--- src/rtl/seg7_pkg.sv ---
// Shared constants for the 7-segment scan driver: blank codes, the hex glyph
// table and the digit index type.
package seg7_pkg;

   localparam logic [6:0] SEG_OFF = 7'h7F;
   localparam logic [3:0] AN_OFF  = 4'hF;

   // Active-low {g,f,e,d,c,b,a} glyphs, indexed by nibble value 0..F.
   localparam logic [6:0] HEX_SEG [16] = '{
      7'h40, 7'h79, 7'h24, 7'h30, 7'h19, 7'h12, 7'h02, 7'h78,
      7'h00, 7'h10, 7'h08, 7'h03, 7'h46, 7'h21, 7'h06, 7'h0E
   };

   typedef logic [1:0] digit_idx_t;

endpackage

--- src/rtl/seg7_hex_decode.sv ---
// Combinational nibble to active-low 7-segment glyph lookup.
module seg7_hex_decode
   import seg7_pkg::*;
(
   input  logic [3:0] nibble,
   output logic [6:0] seg_n
);

   assign seg_n = HEX_SEG[nibble];

endmodule

--- src/rtl/seg7_scan_driver.sv ---
// Counter display stage: samples q, counts F->0 wraps and scans four
// common-anode digits (digit 0 = live count, digits 1..3 = wrap count).
module seg7_scan_driver
   import seg7_pkg::*;
#(
   parameter int REFRESH_DIV = 50000,
   parameter bit LZB         = 1'b1
)(
   input  logic        clk,
   input  logic        rs,
   input  logic [3:0]  q,
   output logic [6:0]  seg,
   output logic [3:0]  an,
   output logic [11:0] wrap_cnt,
   output logic        wrap_pulse
);

   localparam int PC_W = (REFRESH_DIV > 2) ? $clog2(REFRESH_DIV) : 1;
   localparam logic [PC_W-1:0] PC_MAX = PC_W'(REFRESH_DIV - 1);

   logic [3:0]      q_d_q, q_d_d;
   logic [11:0]     wrap_cnt_q, wrap_cnt_d;
   logic            wrap_pulse_q, wrap_pulse_d;
   logic [PC_W-1:0] pc_q, pc_d;
   digit_idx_t      di_q, di_d;
   logic [6:0]      seg_q, seg_d;
   logic [3:0]      an_q, an_d;

   logic            wrap_hit;
   logic [3:0]      nibble;
   logic            digit_blank;
   logic [6:0]      dec_seg;

   seg7_hex_decode u_dec (
      .nibble (nibble),
      .seg_n  (dec_seg)
   );

   always_comb begin
      q_d_d        = q;
      // Only a genuine F->0 rollover counts; upstream resets or skips do not.
      wrap_hit     = (q_d_q == 4'hF) && (q == 4'h0);
      wrap_pulse_d = wrap_hit;
      wrap_cnt_d   = wrap_hit ? wrap_cnt_q + 12'd1 : wrap_cnt_q;
      pc_d         = (pc_q == PC_MAX) ? '0 : pc_q + PC_W'(1);
      di_d         = (pc_q == PC_MAX) ? di_q + 2'd1 : di_q;
   end

   always_comb begin
      nibble      = q_d_q;
      digit_blank = 1'b0;
      case (di_q)
         2'd0: nibble = q_d_q;
         2'd1: begin
            nibble      = wrap_cnt_q[3:0];
            digit_blank = LZB && (wrap_cnt_q == 12'd0);
         end
         2'd2: begin
            nibble      = wrap_cnt_q[7:4];
            digit_blank = LZB && (wrap_cnt_q[11:4] == 8'd0);
         end
         default: begin
            nibble      = wrap_cnt_q[11:8];
            digit_blank = LZB && (wrap_cnt_q[11:8] == 4'd0);
         end
      endcase

      // First cycle of every slot stays dark so the previous glyph never
      // ghosts onto the newly selected anode.
      if ((pc_q == '0) || digit_blank) begin
         seg_d = SEG_OFF;
         an_d  = AN_OFF;
      end else begin
         seg_d = dec_seg;
         an_d  = ~(4'b0001 << di_q);
      end
   end

   always_ff @(posedge clk or posedge rs) begin
      if (rs) begin
         q_d_q        <= 4'h0;
         wrap_cnt_q   <= 12'h000;
         wrap_pulse_q <= 1'b0;
         pc_q         <= '0;
         di_q         <= 2'd0;
         seg_q        <= SEG_OFF;
         an_q         <= AN_OFF;
      end else begin
         q_d_q        <= q_d_d;
         wrap_cnt_q   <= wrap_cnt_d;
         wrap_pulse_q <= wrap_pulse_d;
         pc_q         <= pc_d;
         di_q         <= di_d;
         seg_q        <= seg_d;
         an_q         <= an_d;
      end
   end

   assign seg        = seg_q;
   assign an         = an_q;
   assign wrap_cnt   = wrap_cnt_q;
   assign wrap_pulse = wrap_pulse_q;

endmodule

--- config.mk ---
export PLATFORM = sky130hd
export DESIGN_NAME = seg7_scan_driver
export DESIGN_NICKNAME = d
export VERILOG_FILES = /design/src/rtl/seg7_pkg.sv /design/src/rtl/seg7_hex_decode.sv /design/src/rtl/seg7_scan_driver.sv
export SDC_FILE = /design/constraint.sdc
export NUM_CORES = 1
export LEC_CHECK = 0
export BUFFER_PORTS_ARGS = -buffer_cell sky130_fd_sc_hd__buf_2
export CORE_ASPECT_RATIO = 1.4
export CORE_MARGIN = 4
export CORE_UTILIZATION = 30
export CTS_BUF_LIST = sky130_fd_sc_hd__clkbuf_4
export CTS_CLUSTER_DIAMETER = 40
export DETAILED_ROUTE_END_ITERATION = 10
export PLACE_DENSITY_LB_ADDON = 0.08
export SLEW_MARGIN = 20
export SYNTH_ARGS = -nofsm -noshare
export SYNTH_HDL_FRONTEND = slang
export SYNTH_SLANG_ARGS = --single-unit
--- constraint.sdc ---
create_clock -name clk -period 2.4 [get_ports clk]
set_input_delay 0.24 -clock clk [delete_from_list [all_inputs] [get_ports clk]]
set_output_delay 0.24 -clock clk [all_outputs]
set_load 0.02 [all_outputs]
Yosys cells after proc, flatten, opt, wreduce, memory -nomap -nowiden

Memory sizes are Yosys's and may differ from the RTL's.
Index checks and enable logic that the tools add are counted.

Register bits after elaboration: 46
Bits in read-only memories: 112
Output and inout port bits: 24
Memories: 1

Add/sub/neg operators: 3
$lt $le $gt $ge: 1
Equality and inequality tests: 4
Shift operators: 1
Mux-type cells: 7
Bitwise logic cells: 2
Reduce and logical (&&, ||, !) cells: 8

Memory list:

| memory           | words | bits a word | rd ports | clocked after memory_dff | write ports | RTL line             | source |
|---|---|---|---|---|---|---|---|
| (name not given) | 16    | 7           | 1        | 0                        | 0           | seg7_hex_decode.sv:9 | `assign seg_n = HEX_SEG[nibble];` |

Operators by type and width:

| operator                                                          | number |
|---|---|
| 7-bit 2-to-1 mux                                                  | 3 |
| 16-bit by 1-bit adder with 16-bit output, second input constant   | 1 |
| 16-bit == test, second input constant                             | 1 |
| 16-bit logical NOT                                                | 1 |
| 16-bit 2-to-1 mux                                                 | 1 |
| 12-bit by 1-bit adder with 12-bit output, second input constant   | 1 |
| 12-bit logical NOT                                                | 1 |
| 4-bit case mux with 3 select lines                                | 1 |
| 4-bit logical NOT                                                 | 2 |
| 8-bit logical NOT                                                 | 1 |
| 5-bit >= comparator, second input constant                        | 1 |
| 4-bit inverter with 5-bit output                                  | 1 |
| 4-bit == test, second input constant                              | 1 |
| 4-bit 2-to-1 mux                                                  | 1 |
| 4-bit inverter                                                    | 1 |
| 1-bit by 2-bit left shift with 4-bit output, first input constant | 1 |
| 1-bit case mux with 3 select lines                                | 1 |
| 2-bit by 1-bit adder with 2-bit output, second input constant     | 1 |
| 2-bit by 1-bit == test with 1-bit output, second input constant   | 1 |
| 2-bit == test, second input constant                              | 1 |
| 2-bit logical NOT                                                 | 1 |
| 1-bit logical AND                                                 | 1 |
| 1-bit logical OR                                                  | 1 |

Depth between registers and ports, before layout

Depth after elaboration: 7
Gate-level depth with buffers: 10
Gate-level depth less buffers: 10

Modules after synthesis

Synthesis repeated with hierarchy kept, for this count alone.

Cell total of the unflattened synthesis: 221
Area total of the unflattened synthesis: 2403.6 um^2

By module, submodules not included:

| module           | times used | cells each | area an instance (um^2) |
|---|---|---|---|
| seg7_scan_driver | 1          | 189        | 2128.3 |
| seg7_hex_decode  | 1          | 32         | 275.3 |

Least setup slack after synthesis

No wires, ideal clock.

Path kind: register -> register
Start point: reg di_q[0]
End point: reg seg_q[0], in the netlist seg[0]
Arrival: 1.969 ns
Path slack: 0.341 ns
Cell stages (with the launch flop): 9
Path buffers: 0
Period minus slack after synthesis: 2.059 ns
Cell sequence: dfrtp_1 -> inv_1 -> ha_1 -> a222oi_1 -> a21oi_1 -> ha_1 -> or3_1 -> o221ai_1 -> nand2_1

Longest elaborated chain between the ends: 7

Ends and longest elaborated chain:

| item                                                   | RTL line               | source |
|---|---|---|
| start, declared                                        | seg7_scan_driver.sv:25 | `digit_idx_t di_q, di_d;` |
| start signal, assigned                                 | seg7_scan_driver.sv:93 | `di_q <= di_d;` |
| 2-bit == test (tied with other cells)                  | seg7_scan_driver.sv:52 | `case (di_q)` |
| 4-bit case mux with 3 select lines                     | seg7_scan_driver.sv:52 |  |
| 4-bit inverter with 5-bit output (not written as such) | seg7_hex_decode.sv:9   |  |
| memory 16 x 7 bit                                      | -                      |  |
| 7-bit 2-to-1 mux (not written as such) (2 in series)   | seg7_hex_decode.sv:9   |  |
| 7-bit 2-to-1 mux (*)                                   | seg7_scan_driver.sv:70 | `if ((pc_q == '0) \|\| digit_blank) begin` |
| via seg_d[0]                                           | seg7_scan_driver.sv:26 | `logic [6:0] seg_q, seg_d;` |
| end signal, assigned                                   | seg7_scan_driver.sv:94 | `seg_q <= seg_d;` |
| end, declared                                          | seg7_scan_driver.sv:26 |  |

Mark *: on every way through the listed nets, which the timed path passes. The rest lies on a longest branch. The select of a mux whose other input is x is not followed.
A chain may end at the register's enable or synchronous reset.

Worst setup path after layout

Start point: reg di_q[0]
End point: reg seg_q[4], in the netlist seg[4]

The elaborated chain is that of the path after synthesis.

==> results.json <==
{
  "drt-pass1-iter-count": 4,
  "synth.top_cell.area_share_pct": 37.6,
  "layout_common_cells": "dfrtp_1 (35), buf_2 (29), nand2_1 (17), xnor2_1 (17), nor2_1 (16)",
  "worst_path_max_delay_cell": "a222oi_1",
  "synth_ff_type": "dfrtp_1",
  "power.density_nw_per_um2": 486,
  "finalSetupViolCount": 0,
  "synth.ff_latch_count": 46,
  "yosys_warnings": 0,
  "synth_cells": 211,
  "area_growth_pct": 18.5,
  "core_area_um2": 7450,
  "num_vias": 1669,
  "drcViolationCount": 0,
  "rows": 37,
  "synth.distinct_cells": 43,
  "async_reset_ff_share_pct": 100,
  "avgSynthCellArea_um2": 11.0,
  "fin_skew_ps": 12.3,
  "power_mw": 1.34,
  "clock-sinks": 46,
  "n_fill_cell": 752,
  "grt_pass1_vias": 1767,
  "hold_viol": 0,
  "seq_area_frac_synth_pct": 50.0,
  "first_iter_violations": 88,
  "path_max_fanout": 5,
  "hp-class": "input port to async pin",
  "cts_tree": "built",
  "root_buffer": "clkbuf_4",
  "grt_max_degree": 41,
  "drv_slew": 0,
  "dieArea_um2": 9260,
  "layout_commonest_cell": "dfrtp_1",
  "fmax_mhz": 440,
  "dieWidth_um": 82.5,
  "dpl.hpwl_um": 3690,
  "irDropWorstVdd_v": 0.000188,
  "rsz0062_at_grt": "false",
  "wl_um": 4950,
  "start_util_pct": 31.2,
  "cts_buffer_depth": 2,
  "gp_congestion": 0.745,
  "clkTransAtPathRegs_ps": 130,
  "slowest_delay_ps": 440,
  "avgViaCountPerCell": 4.70,
  "final_nets": 278,
  "synth_edf_count": 0,
  "wire_per_inst_um": 13.9,
  "worstPathCellList": "inv_1 > ha_1 > a222oi_1 > a21oi_2 > inv_1 > ha_2 > inv_1 > nor2_1 > a21oi_1 > o221ai_1",
  "worstPathRequired_ps": 2650,
  "period_share_pct": 94.7,
  "grt_pass1_wl_um": 8470,
  "synth_area_leaders": "dfrtp_1 (38%), dfstp_2 (12%), ha_1 (8.1%)",
  "max_cap_viol_count": 0,
  "status": "complete, no violations",
  "setup.worst_path.class": "flop to flop",
  "maxSlewHeadroom_pct": 44.3,
  "cts_buffers": 5,
  "crit_path_frequent_cell": "inv_1",
  "drive_above_1_share_pct": 28.7,
  "insertion_delay_ps": 340,
  "htreeDepth": 2,
  "diodes": 0,
  "antenna_left": 0,
  "worst_pin_slew_ps": 834,
  "synth_area_leader_cell": "dfrtp_1",
  "syn-cell-area_um2": 2330,
  "die_h_um": 112,
  "gr-total-overflow": 0,
  "syn_nets": 232,
  "final_cells": 355,
  "start_kind": "flop",
  "grt_antenna_before_repair": 0,
  "port_buffers": 29,
  "place_inst": 341,
  "cp-end-kind": "flop",
  "grt_use_total_pct": 11.9,
  "io_pins": 30,
  "leakagePower_nw": 1.31,
  "period_minus_slack_ps": 2270,
  "arrival_ps": 2530
}
==> power breakdown <==
| part | leakage, nW | total (mW) | switching (mW) | internal [mW] |
|---|---|---|---|---|
| clock | 0.0331 | 0.361 | 0.239 | 0.122 |
| sequential | 0.567 | 0.819 | 0.0133 | 0.805 |
| combinational | 0.711 | 0.160 | 0.100 | 0.0605 |
==> critical path, delay by kind of cell, from the launching register on <==
family	cells	cell delay, ps
fa+ha+maj	2	490
simple gates	1	140
flops	1	400
buf+inv	3	280
compound gates	4	870
==> sequential cells by signal, summed over array words and instances, names as in the netlist <==
signal	flops
an	4
di_q	2
pc_q	16
q_d_q	4
seg	7
wrap_cnt	12
wrap_pulse	1
==> cells in the mapped netlist (2+ instances only) <==
master and n:
nand2_1 17, o221ai_1 4, nor3_1 3, and4_1 2
nand3_2 3, and3_1 3, nand3_1 8, mux2_2 2
nor2b_1 2, xor2_1 9, nand4_1 3, a21o_1 2
o21ai_1 5, or3_1 2, a21oi_1 8, and2_1 2
a222oi_1 4, mux2i_1 2, inv_1 14, nor2_1 16
dfstp_2 11, or4_1 2, nor4_1 2, dfrtp_1 35
xnor2_1 17, nand4_2 2, ha_1 15
==> area by class of cell <==
class	instances	area, um^2	share of cell area (%)
Inverter	14	52.6	1.90
Timing Repair Buffer	42	253	9.16
Sequential cell	46	1160	42.2
Clock inverter	2	8.76	0.317
Clock buffer	6	45.0	1.63
Multi-Input combinational cell	148	1110	40.4
Tap cell	97	121	4.40
==> layer usage <==
metal,vias to the layer above,share of wire [%],global-route usage [%]
met4,0,1.6,3.99
met3,5,3.3,2.49
met2,20,55,21.5
met1,818,40,13.4
li1,826,-,-
met5,-,0,0
==> logic make-up after synthesis <==
kind of cell / Yosys count / synth area share [%]
compound gates: 27 / 7.85
xor+xnor: 26 / 9.78
fa+ha+maj: 15 / 8.06
buf+inv: 17 / 2.96
flops: 46 / 50.0
mux: 4 / 1.83
simple gates: 76 / 19.5
==> through the flow <==
stage	hold WS (ps)	utilization [%]	setup WS [ps]	setup TNS [ps]	cell area, um^2
2_1_floorplan	271	-	341	0	2330
3_3_place_gp	371	35.3	-75.3	-240	2630
3_5_place_dp	377	35.3	-43.3	-117	2630
4_1_cts	71.2	36.8	2.38	0	2740
5_1_grt	109	37.0	2.71	0	2760
6_report	43.2	37.0	128	0	2760
==> worst paths after layout <==
kind,from,end,slack (ps),cells past startpoint
max,di_q[0]$_DFFE_PP0N_,seg[4]$_DFF_PP1_,130,10
min,rs,pc_q[3]$_DFF_PP0_,40,2
max reg2reg,di_q[0]$_DFFE_PP0N_,seg[4]$_DFF_PP1_,130,10
min reg2reg,pc_q[13]$_DFF_PP0_,pc_q[13]$_DFF_PP0_,510,1
max in group asynchronous,rs,seg[6]$_DFF_PP1_,1670,3
min in group clk,pc_q[13]$_DFF_PP0_,pc_q[13]$_DFF_PP0_,510,1
==> repair_timing <==
| action | in CTS | in global routing |
|---|---|---|
| hold buffers | 4 | 0 |
| pin swaps | 2 | 2 |
| endpoints found under the setup margin | 4 | 7 |
| buffers inserted | 1 | 1 |
| resized for setup | 2 | 3 |
| endpoints found under the hold margin | 4 | 0 |
(Power assumes the default switching activity.)
